$ cat src/rtl/fetch_unit.sv
// RV32I instruction fetch stage: PC, single-outstanding imem requests and a small instruction queue.
// Defining FETCH_MISALIGN_TRAP_EN makes misaligned redirects trap instead of being silently aligned.
module fetch_unit #(
    parameter logic [31:0] RESET_PC    = 32'h0000_0000,
    parameter int          QUEUE_DEPTH = 2
) (
    input  logic        clk,
    input  logic        rst_n,
    output logic        imem_req,
    output logic [31:0] imem_addr,
    input  logic        imem_gnt,
    input  logic        imem_rvalid,
    input  logic [31:0] imem_rdata,
    input  logic        redirect_valid,
    input  logic [31:0] redirect_pc,
    input  logic        halt,
    output logic [31:0] ir,
    output logic [31:0] ir_pc,
    output logic        ir_valid,
    input  logic        ir_ready,
    output logic        misalign
);

    localparam int PTR_W = (QUEUE_DEPTH > 1) ? $clog2(QUEUE_DEPTH) : 1;
    localparam int CNT_W = PTR_W + 1;
    localparam logic [CNT_W-1:0] DEPTH_C  = CNT_W'(QUEUE_DEPTH);
    localparam logic [CNT_W-1:0] CNT_ZERO = {CNT_W{1'b0}};
    localparam logic [CNT_W-1:0] CNT_ONE  = CNT_W'(1'b1);
    localparam logic [PTR_W-1:0] PTR_ZERO = {PTR_W{1'b0}};
    localparam logic [PTR_W-1:0] PTR_ONE  = PTR_W'(1'b1);

    typedef enum logic [2:0] {
        IDLE   = 3'd0,
        REQ    = 3'd1,
        WAIT   = 3'd2,
        DRAIN  = 3'd3,
`ifdef FETCH_MISALIGN_TRAP_EN
        HALTED = 3'd4,
        TRAP   = 3'd5
`else
        HALTED = 3'd4
`endif
    } state_t;

    function automatic logic [31:0] word_align(input logic [31:0] addr);
        return addr & 32'hFFFF_FFFC;
    endfunction

    state_t           state_r;
    logic [31:0]      fetch_pc_r;
    logic [31:0]      req_pc_r;
    logic             out_r;
    logic             imem_req_r;
    logic [31:0]      imem_addr_r;
    logic [31:0]      ir_r;
    logic [31:0]      ir_pc_r;
    logic             ir_valid_r;
    logic [PTR_W-1:0] head_r;
    logic [PTR_W-1:0] tail_r;
    logic [CNT_W-1:0] count_r;
    logic [31:0]      q_data_r [QUEUE_DEPTH];
    logic [31:0]      q_pc_r   [QUEUE_DEPTH];

    logic [31:0]      redir_pc_s;
    logic             granted_s;
    logic             flush_s;
    logic             push_s;
    logic             pop_s;
    state_t           state_nxt_s;
    logic [CNT_W-1:0] count_nxt_s;
    logic [PTR_W-1:0] head_nxt_s;
    logic [PTR_W-1:0] tail_nxt_s;
    logic [31:0]      ir_nxt_s;
    logic [31:0]      ir_pc_nxt_s;
    logic [31:0]      fetch_pc_nxt_s;
    logic             issue_s;
    logic             req_nxt_s;
    logic [31:0]      addr_nxt_s;
    logic             out_nxt_s;

`ifdef FETCH_MISALIGN_TRAP_EN
    logic             redir_bad_s;
    logic             misalign_r;

    // Misaligned redirect detection.
    always_comb begin
        redir_bad_s = (redirect_pc[1:0] != 2'b00);
    end

    assign misalign = misalign_r;
`else
    assign misalign = 1'b0;
`endif

    // Redirect target; only consumed when aligned or in the aligning build.
    always_comb begin
        redir_pc_s = word_align(redirect_pc);
    end

    // FSM next state and queue push/pop/flush decode; redirect overrides everything.
    always_comb begin
        granted_s   = imem_req_r && imem_gnt;
        flush_s     = 1'b0;
        push_s      = 1'b0;
        pop_s       = 1'b0;
        state_nxt_s = state_r;
        if (redirect_valid) begin
            flush_s = 1'b1;
            if ((out_r && !imem_rvalid) || granted_s) begin
                state_nxt_s = DRAIN;
            end else begin
                state_nxt_s = REQ;
            end
`ifdef FETCH_MISALIGN_TRAP_EN
            state_nxt_s = redir_bad_s ? TRAP : state_nxt_s;
`endif
        end else begin
            pop_s = ir_valid_r && ir_ready;
            case (state_r)
                IDLE: begin
                    state_nxt_s = REQ;
                end
                REQ: begin
                    // A pending request is held through halt; only an idle REQ parks.
                    if (granted_s) begin
                        state_nxt_s = WAIT;
                    end else if (!imem_req_r && halt) begin
                        state_nxt_s = HALTED;
                    end else begin
                        state_nxt_s = REQ;
                    end
                end
                WAIT: begin
                    if (imem_rvalid) begin
                        push_s      = 1'b1;
                        state_nxt_s = halt ? HALTED : REQ;
                    end else begin
                        state_nxt_s = WAIT;
                    end
                end
                DRAIN: begin
                    state_nxt_s = imem_rvalid ? REQ : DRAIN;
                end
                HALTED: begin
                    state_nxt_s = halt ? HALTED : REQ;
                end
`ifdef FETCH_MISALIGN_TRAP_EN
                TRAP: begin
                    state_nxt_s = TRAP;
                end
`endif
                default: begin
                    state_nxt_s = IDLE;
                end
            endcase
        end
    end

    // Queue pointers, occupancy and the word that becomes the head next cycle.
    always_comb begin
        if (flush_s) begin
            count_nxt_s = CNT_ZERO;
            head_nxt_s  = PTR_ZERO;
            tail_nxt_s  = PTR_ZERO;
        end else begin
            head_nxt_s = pop_s  ? (head_r + PTR_ONE) : head_r;
            tail_nxt_s = push_s ? (tail_r + PTR_ONE) : tail_r;
            case ({push_s, pop_s})
                2'b10:   count_nxt_s = count_r + CNT_ONE;
                2'b01:   count_nxt_s = count_r - CNT_ONE;
                default: count_nxt_s = count_r;
            endcase
        end
        // A push into a queue that is empty after the pop bypasses storage.
        if (count_nxt_s == CNT_ZERO) begin
            ir_nxt_s    = ir_r;
            ir_pc_nxt_s = ir_pc_r;
        end else if (push_s && (head_nxt_s == tail_r)) begin
            ir_nxt_s    = imem_rdata;
            ir_pc_nxt_s = req_pc_r;
        end else begin
            ir_nxt_s    = q_data_r[head_nxt_s];
            ir_pc_nxt_s = q_pc_r[head_nxt_s];
        end
    end

    // Fetch PC advance, request issue/hold and outstanding-response tracking.
    always_comb begin
        if (redirect_valid) begin
            fetch_pc_nxt_s = redir_pc_s;
        end else if (granted_s) begin
            fetch_pc_nxt_s = fetch_pc_r + 32'd4;
        end else begin
            fetch_pc_nxt_s = fetch_pc_r;
        end
        issue_s = (state_nxt_s == REQ) && (count_nxt_s < DEPTH_C) && !halt;
        if ((state_nxt_s == REQ) && imem_req_r && !granted_s && !redirect_valid) begin
            req_nxt_s  = 1'b1;
            addr_nxt_s = imem_addr_r;
        end else if (issue_s) begin
            req_nxt_s  = 1'b1;
            addr_nxt_s = fetch_pc_nxt_s;
        end else begin
            req_nxt_s  = 1'b0;
            addr_nxt_s = imem_addr_r;
        end
        if (granted_s) begin
            out_nxt_s = 1'b1;
        end else if (imem_rvalid) begin
            out_nxt_s = 1'b0;
        end else begin
            out_nxt_s = out_r;
        end
    end

    // FSM, request, queue storage and output registers.
    always_ff @(posedge clk or negedge rst_n) begin
        if (!rst_n) begin
            state_r     <= IDLE;
            fetch_pc_r  <= RESET_PC;
            req_pc_r    <= RESET_PC;
            out_r       <= 1'b0;
            imem_req_r  <= 1'b0;
            imem_addr_r <= RESET_PC;
            ir_r        <= 32'd0;
            ir_pc_r     <= 32'd0;
            ir_valid_r  <= 1'b0;
            head_r      <= PTR_ZERO;
            tail_r      <= PTR_ZERO;
            count_r     <= CNT_ZERO;
`ifdef FETCH_MISALIGN_TRAP_EN
            misalign_r  <= 1'b0;
`endif
            for (int i = 0; i < QUEUE_DEPTH; i++) begin
                q_data_r[i] <= 32'd0;
                q_pc_r[i]   <= 32'd0;
            end
        end else begin
            state_r     <= state_nxt_s;
            fetch_pc_r  <= fetch_pc_nxt_s;
            out_r       <= out_nxt_s;
            imem_req_r  <= req_nxt_s;
            imem_addr_r <= addr_nxt_s;
            ir_r        <= ir_nxt_s;
            ir_pc_r     <= ir_pc_nxt_s;
            ir_valid_r  <= (count_nxt_s != CNT_ZERO);
            head_r      <= head_nxt_s;
            tail_r      <= tail_nxt_s;
            count_r     <= count_nxt_s;
`ifdef FETCH_MISALIGN_TRAP_EN
            misalign_r  <= redirect_valid ? redir_bad_s : misalign_r;
`endif
            if (granted_s) begin
                req_pc_r <= imem_addr_r;
            end
            if (push_s) begin
                q_data_r[tail_r] <= imem_rdata;
                q_pc_r[tail_r]   <= req_pc_r;
            end
        end
    end

    assign imem_req  = imem_req_r;
    assign imem_addr = imem_addr_r;
    assign ir        = ir_r;
    assign ir_pc     = ir_pc_r;
    assign ir_valid  = ir_valid_r;

endmodule

$ cat config.mk
export PLATFORM = sky130hd
export DESIGN_NAME = fetch_unit
export DESIGN_NICKNAME = d
export VERILOG_FILES = /design/src/rtl/fetch_unit.sv
export SDC_FILE = /design/constraint.sdc
export NUM_CORES = 1
export LEC_CHECK = 0
export CAP_MARGIN = 20
export CORE_ASPECT_RATIO = 0.6
export CORE_MARGIN = 1
export CORE_UTILIZATION = 45
export CTS_CLUSTER_DIAMETER = 100
export DETAILED_ROUTE_END_ITERATION = 7
export MAX_ROUTING_LAYER = met4
export PLACE_DENSITY = 0.75
export SLEW_MARGIN = 15
export SYNTH_ARGS = -nofsm -noshare
export SYNTH_HDL_FRONTEND = slang
export SYNTH_SLANG_ARGS = --single-unit
$ cat constraint.sdc
create_clock -name clk -period 8.6 [get_ports clk]
set_input_delay 0.86 -clock clk [delete_from_list [all_inputs] [get_ports clk]]
set_output_delay 0.86 -clock clk [all_outputs]
set_load 0.005 [all_outputs]
==> results list <==
- Sum of negative setup slack: 0 ps
* Post-synth top area cell: sky130_fd_sc_hd__dfrtp_1
- N_diodes: 0
* Number of setup violations in the final report: 0
- Number of clock sinks seen by CTS: around 300
- Maximum vdd ir drop: 0.161 mV
* Required time of the worst setup path: between 9000 and 10,000 ps
- The number of setup buffers added after CTS is 0.
* Number of standard-cell rows in the floorplan: 48
- Run status: finished, final reports clean
- Entering global routing, the biggest net connects approximately 190 pins.
- M2 GR Usage: between 20% and 30%
- Synthesis inferred slightly below 300 register bits.
- In the final routed layout, each cell accounts on average for around 19 um.
- In this run, synthesis inferred 0 flip-flops with an integrated enable.
- Mapped Avg Cell Area: 12.9 um^2
- In the global route stage, met1 resource usage came out at a little under a third.
- Total wire length after detailed routing: around 30 mm
- Final setup slack of the worst path: 4430 ps
- Sorting the synthesized cells by how often they occur yields sky130_fd_sc_hd__dfrtp_1, sky130_fd_sc_hd__mux2_2, sky130_fd_sc_hd__nand2_1.
- Routed via count divided by cell count: around 5.4
- Total power divided by cell area: about 250 nW/um^2
* Actual transition at the worst max-transition pin: 1100 ps
* Buf/Inv on CP: 3
- For this run, the top clock speed supported by timing is approximately 240 MHz.
* Final Net Count: around 1,300
* Post-Syn Area: 13,400 um^2
- Maximum level of the CTS H-tree: 1
- For the worst setup path, the data arrival time is 4600 ps.
* Floorplan die area: about 31,000 um^2
- Summed over all nets, the half-perimeter wirelength after detailed placement is between 15 and 20 mm.
* Final worst path period share: 48.5%
- Crit end category: flip-flop
* Post-route standard cell area excluding fillers: 16,400 um^2
- RSZ-0062 raised after global routing: false
- Global route hottest layer: met1
- Cell Count, Final, Fillers Out: roughly 1,600
- The final number of max-transition violations was 0.
- Port buffering added 166 buffers.
* Yosys cell types: 58
* Warnings from Yosys: 0
- Grt total ovfl: 0
- Hold repair after CTS inserted 0 buffers.
* Worst path slowest cell: sky130_fd_sc_hd__a2111oi_4
- By area the synthesized netlist is led by sky130_fd_sc_hd__dfrtp_1, sky130_fd_sc_hd__mux2_2, sky130_fd_sc_hd__mux2i_1.
- The clock passes through at most 3 buffers.
- Between clock sinks in the finished design, the worst skew comes to 10.6 ps.
- The number of global-route vias before repair is between 8,000 and 9,000.
- Walking the worst path, the cells encountered are clkdlybuf4s50_1 -> and4bb_2 -> and2_1 -> inv_1 -> ha_1 -> xnor2_1 -> o21ai_0 -> a21oi_1 -> a2111oi_4 -> buf_4 -> mux2_2.
- Gates resized, CTS repair: 0
- Share of layout cells above drive strength 1: 27.5%
- Most common flop cell mapped by yosys: sky130_fd_sc_hd__dfrtp_1
- Number of CTS-inserted buffers: 28
* Dominant delay contributor by cell family on the critical path: compound AO/OA/AOI/OAI gates
* Hold Violations, Final: 0
* CP peak stage delay: 900 ps
* Fill cell total of the finished layout: around 2,400
- Clock latency on the worst-skew pair, taken at its later pin, is 540 ps.
- Post-detailed-route count of antenna-violating nets: 0
- Async set-reset flop share out of synthesis: 100%
- Synth-to-layout area growth: 22.2%
- Area of the placeable core: around 29,000 um^2
* Global-route wire length before repair: 48.5 mm
* Share of the synthesized area in the top cell type: 55.6%
* Vias: between 8,000 and 9,000
- By startpoint and endpoint, the worst setup path is classified as in2reg.
- Library cell used as clock root buffer: sky130_fd_sc_hd__clkbuf_16
- The worst setup path is launched from an input port.
- Crit-path max FO: 23
- Global routing used roughly a fifth of the available tracks across all layers.
* Worst hold slack after final layout: between 300 and 400 ps
* Post-CTS clock slew at the launch and capture registers of the worst setup and hold paths: 60 ps
* Initial Utilization: approximately 46%
* Total of max-cap violations: 0
- When the netlist entered floorplanning its net count stood at about 1,100.
- TritonCTS built the clock tree.
- At the placement stage, the worst setup path has a slack of 3910 ps.
* Antenna violations before repair: 0
* Shortest period the worst path allows: 4170 ps
- Count of pins on the block boundary: 170
- Headroom to the max-slew limit: 26.8%
* Die W: roughly 220 um
* Total iterations of the first detailed-routing run: 5
* Global placer's final weighted congestion: between 0.8 and 0.9
- Worst hold-check path type: in2async
* Pleak: a little under 8 nW
- Vertical die dimension: 136 um
* Share of the yosys chip area belonging to registers: between 50% and 60%
- After detailed placement, the total cell area comes to about 15,000 um^2.
- In this run, placement finished with an instance count of ~1,600.
* Gate count after technology mapping: 1,040
* Cell with the most instances after synthesis: sky130_fd_sc_hd__dfrtp_1
- Post-route DRC violation count: 0
- The detailed router finished its first iteration with between 600 and 700 violations.
- M3 GR Usage: ~3.4%
-- cell type report --
class | count | area [um^2] | area share [%]
Inverter | 12 | 45.0 | 0.275
Sequential cell | 298 | 7460 | 45.5
Clock buffer | 43 | 838 | 5.12
Clock inverter | 9 | 123 | 0.749
Multi-Input combinational cell | 667 | 5650 | 34.5
Tap cell | 400 | 500 | 3.06
Timing Repair Buffer | 176 | 1770 | 10.8
-- flip-flops by register name, summed over array words and instances (netlist names), 2 cells and up --
| register | count |
|---|---|
| fetch_pc_r | 32 |
| count_r | 2 |
| imem_addr | 32 |
| ir | 32 |
| req_pc_r | 32 |
| q_data_r | 64 |
| q_pc_r | 64 |
| state_r | 3 |
| ir_pc | 32 |
-- stage by stage --
stage	util, %	total power [mW]
floorplan	-	2.44
global placement	53.1	2.85
detailed placement	53.1	2.89
CTS	56.4	4.20
global route	56.5	4.37
finish	56.5	4.15
-- layer usage --
metal  part of all wire (%)  wire length [um]  up-vias
met5                      0                 0        -
met3                    4.8              1460       42
met2                     43             13000      222
met4                    1.8               545        0
li1                       -                 -     4026
met1                     51             15400     4410
-- kinds of logic after synthesis --
kind of cell    Yosys count  synth area share (%)
fa+ha+maj                 2                 0.187
flops                   298                  55.6
buf+inv                  75                  2.51
simple gates            203                  7.60
mux                     322                  27.3
compound gates          123                  5.62
other cells               1                0.0280
xor+xnor                 16                  1.16
-- worst paths after layout --
path                        startpoint           end  slack (ps)  cells after the start
hold reg to reg              ir_pc[26]     ir_pc[26]         480                      2
setup / recovery           imem_rvalid  imem_addr[1]        4430                     11
setup reg to reg            state_r[2]  imem_addr[1]        4750                     10
max in group asynchronous        rst_n     q_pc_r[2]        6660                      2
hold / removal                   rst_n    q_pc_r[22]         380                      1
min in group clk             ir_pc[26]     ir_pc[26]         480                      2
-- layout by cell type, fill, tap and decap left out, types with 5 or more instances in the layout --
cell	Yosys	routed
sky130_fd_sc_hd__dfrtp_1	298	298
sky130_fd_sc_hd__mux2_2	226	226
sky130_fd_sc_hd__clkdlybuf4s50_1	0	164
sky130_fd_sc_hd__nand2_1	99	97
sky130_fd_sc_hd__o21ai_0	79	79
sky130_fd_sc_hd__mux2i_1	66	66
sky130_fd_sc_hd__mux2_4	30	30
sky130_fd_sc_hd__clkbuf_16	0	29
sky130_fd_sc_hd__nor2_1	25	24
sky130_fd_sc_hd__nand4_1	13	13
sky130_fd_sc_hd__inv_1	12	12
sky130_fd_sc_hd__a31oi_1	12	12
sky130_fd_sc_hd__nand3_1	11	11
sky130_fd_sc_hd__xor2_1	8	8
sky130_fd_sc_hd__o31ai_1	8	8
sky130_fd_sc_hd__clkbuf_1	38	8
sky130_fd_sc_hd__buf_4	1	8
sky130_fd_sc_hd__xnor2_1	7	7
sky130_fd_sc_hd__or4_1	7	7
sky130_fd_sc_hd__clkbuf_8	0	6
sky130_fd_sc_hd__and4_1	5	5
sky130_fd_sc_hd__or3_1	5	5
sky130_fd_sc_hd__nor4_1	5	5
sky130_fd_sc_hd__clkinv_2	0	5
-- where the power goes --
part	internal (mW)	switching (mW)	leakage (nW)	total (mW)
Sequential	1.71	0.251	3.91	1.97
Clock	0.760	0.527	0.472	1.29
Combinational	0.590	0.311	3.32	0.901
Total	3.06	1.09	7.70	4.15
Note: power is estimated with default switching activity, not from simulation.
==> variant (same settings) <==
`QUEUE_DEPTH`: 2 -> 4.
--- a/src/rtl/fetch_unit.sv
+++ b/src/rtl/fetch_unit.sv
@@ -4,3 +4,3 @@
     parameter logic [31:0] RESET_PC    = 32'h0000_0000,
-    parameter int          QUEUE_DEPTH = 2
+    parameter int          QUEUE_DEPTH = 4
 ) (
Check against the original RTL: no difference found for any inputs over 4 cycles, from zero or initial values and one cycle with rst_n low; that may be too few to reach the edited logic, so the function may still have changed.
==> variant against the original RTL <==
Sequential cell count increased by 131; routed wire length up 59%; worst setup slack got worse by 0.51 ns; largest cell class unchanged; sequential share of layout area up 0.96 points; design area is 41% higher; power up 50%; area after synthesis is 45% higher.
==> variant: results (changes against the original RTL) <==
[route]
wl_met1_um=22600  ; +47%
dr.first_iter.drc_count=1124  ; +80%
wire_per_inst_um=21.1  ; +12%
via_per_inst=5.76  ; +6.2%
wl_met3_um=2780  ; +91%
dr_wl_met2_um=21900  ; +68%

[pwr]
seqPwrFrac_pct=45.9  ; -1.4 points
peakVddDrop_mv=0.126  ; -22%
pg_comb_mw=1.54  ; +71%
pg_seq_mw=2.86  ; +45%
p_int_mw=4.48  ; +46%
p_leak_nw=10.1  ; +32%

[synth]
synth_area_per_cell_um2=12.5  ; -3.4%
ys_warn_count=0  ; unchanged
syn_nets=1643  ; +48%
synthTopCellsByArea=dfrtp_1 55%, mux2_2 17%, mux2i_1 3.4%
synth_cell_types=57  ; -1.7%
synthTopCellsByCount=429 x dfrtp_1, 301 x mux2_2, 97 x nand2_1
async_reset_ff_share_pct=100  ; unchanged
ys_seq_area_share_pct=55.1  ; -0.55 points

[global_routing]
grt_max_degree=175  ; -6.9%
met3_usage_pct=4.13  ; +0.77 points
grtUsageMet2_pct=34.7  ; +5.4 points
grt_first_pass_wirelength_um=77200  ; +59%
grt_pass1_vias=13654  ; +58%
use_met1_pct=31.8  ; +0.35 points
antenna_found_initial=2  ; +2
track_usage_pct=22.9  ; +2.1 points

[cells_and_area]
reg_top3=q_data_r: 128 flops, q_pc_r: 128 flops
drive_gt1_share_pct=25.0  ; -2.4 points
num-nets-final=1758  ; +40%
stdcell_count=2280  ; +42%

[place]
dp_slack_ns=3.37  ; -0.539 ns
place.gp.congestion=0.837  ; -3.0%
dpl.cell_count=2203  ; +42%
placed_area_um2=21700  ; +41%
hpwl_um=28800  ; +50%

[worst_setup_path]
cp_slowest_cell=nor4b_4
worstPathArrival_ns=5.12  ; +0.52 ns
critPathMaxFanout=20  ; -13%
cpPeakStageDelay_ns=0.65  ; -0.25 ns
crit_family=simple AND/OR/NAND/NOR gates

[clock_tree]
insertion_delay_ns=0.56  ; +0.02 ns
cts_inserted_buffers=43  ; +54%
clk_pin_slew_worst_paths_ns=0.06  ; about the same
cts_max_level=2  ; +1

[timing]
finClkSkew_ns=0.0278  ; +0.0172 ns
slew_headroom_pct=27.0  ; +0.20 points

[run_status]
status=completed

## variant: cell types whose count changed in the layout (fill, tap and decap cells not counted), moves of 8 or more
cell,before,now
o21ai_0,79,25
nor2b_1,3,67
a31oi_1,12,79
clkbuf_8,6,15
mux2_4,30,20
nor2_1,24,95
a221oi_1,0,64
clkbuf_16,29,43
a211o_1,3,65
mux2_2,226,301
buf_4,8,16
dfrtp_1,298,429
## variant: kinds of logic after synthesis
kind of cell | count (synthesis) | share of synthesized area (%)
buffers and inverters | 132 | 2.82
other | 1 | 0.0192
AO/OA/AOI/OAI | 260 | 10.1
adder cells (fa/ha/maj) | 7 | 0.488
flip-flops | 429 | 55.1
XOR/XNOR | 15 | 0.745
multiplexers | 387 | 22.3
AND/OR/NAND/NOR | 334 | 8.47
## variant: path summary, 6_finish.rpt
path                                        start                   endpoint  slack [ns]  cells after the start
hold / removal                              rst_n     q_pc_r[18]$_DFFE_PN0P_        0.34                      1
min in group clk           q_pc_r[32]$_DFFE_PN0P_     q_pc_r[32]$_DFFE_PN0P_        0.50                      1
hold reg to reg            q_pc_r[32]$_DFFE_PN0P_     q_pc_r[32]$_DFFE_PN0P_        0.50                      1
setup / recovery                      imem_rvalid  imem_addr[22]$_DFFE_PN0P_        3.91                     13
setup reg to reg             state_r[2]$_DFF_PN0_  imem_addr[22]$_DFFE_PN0P_        4.18                     12
max in group asynchronous                   rst_n    q_pc_r[103]$_DFFE_PN0P_        6.82                      2
## variant: cell type report
type / count / area (um^2)
sequential: 429 / 10700
inverter: 15 / 58.8
antenna: 1 / 2.50
clock inverter: 7 / 47.5
multi-input combinational: 1004 / 8310
timing repair buffer: 187 / 1910
fill: 3427 / 19200
clock buffer: 67 / 1320
tap: 570 / 713
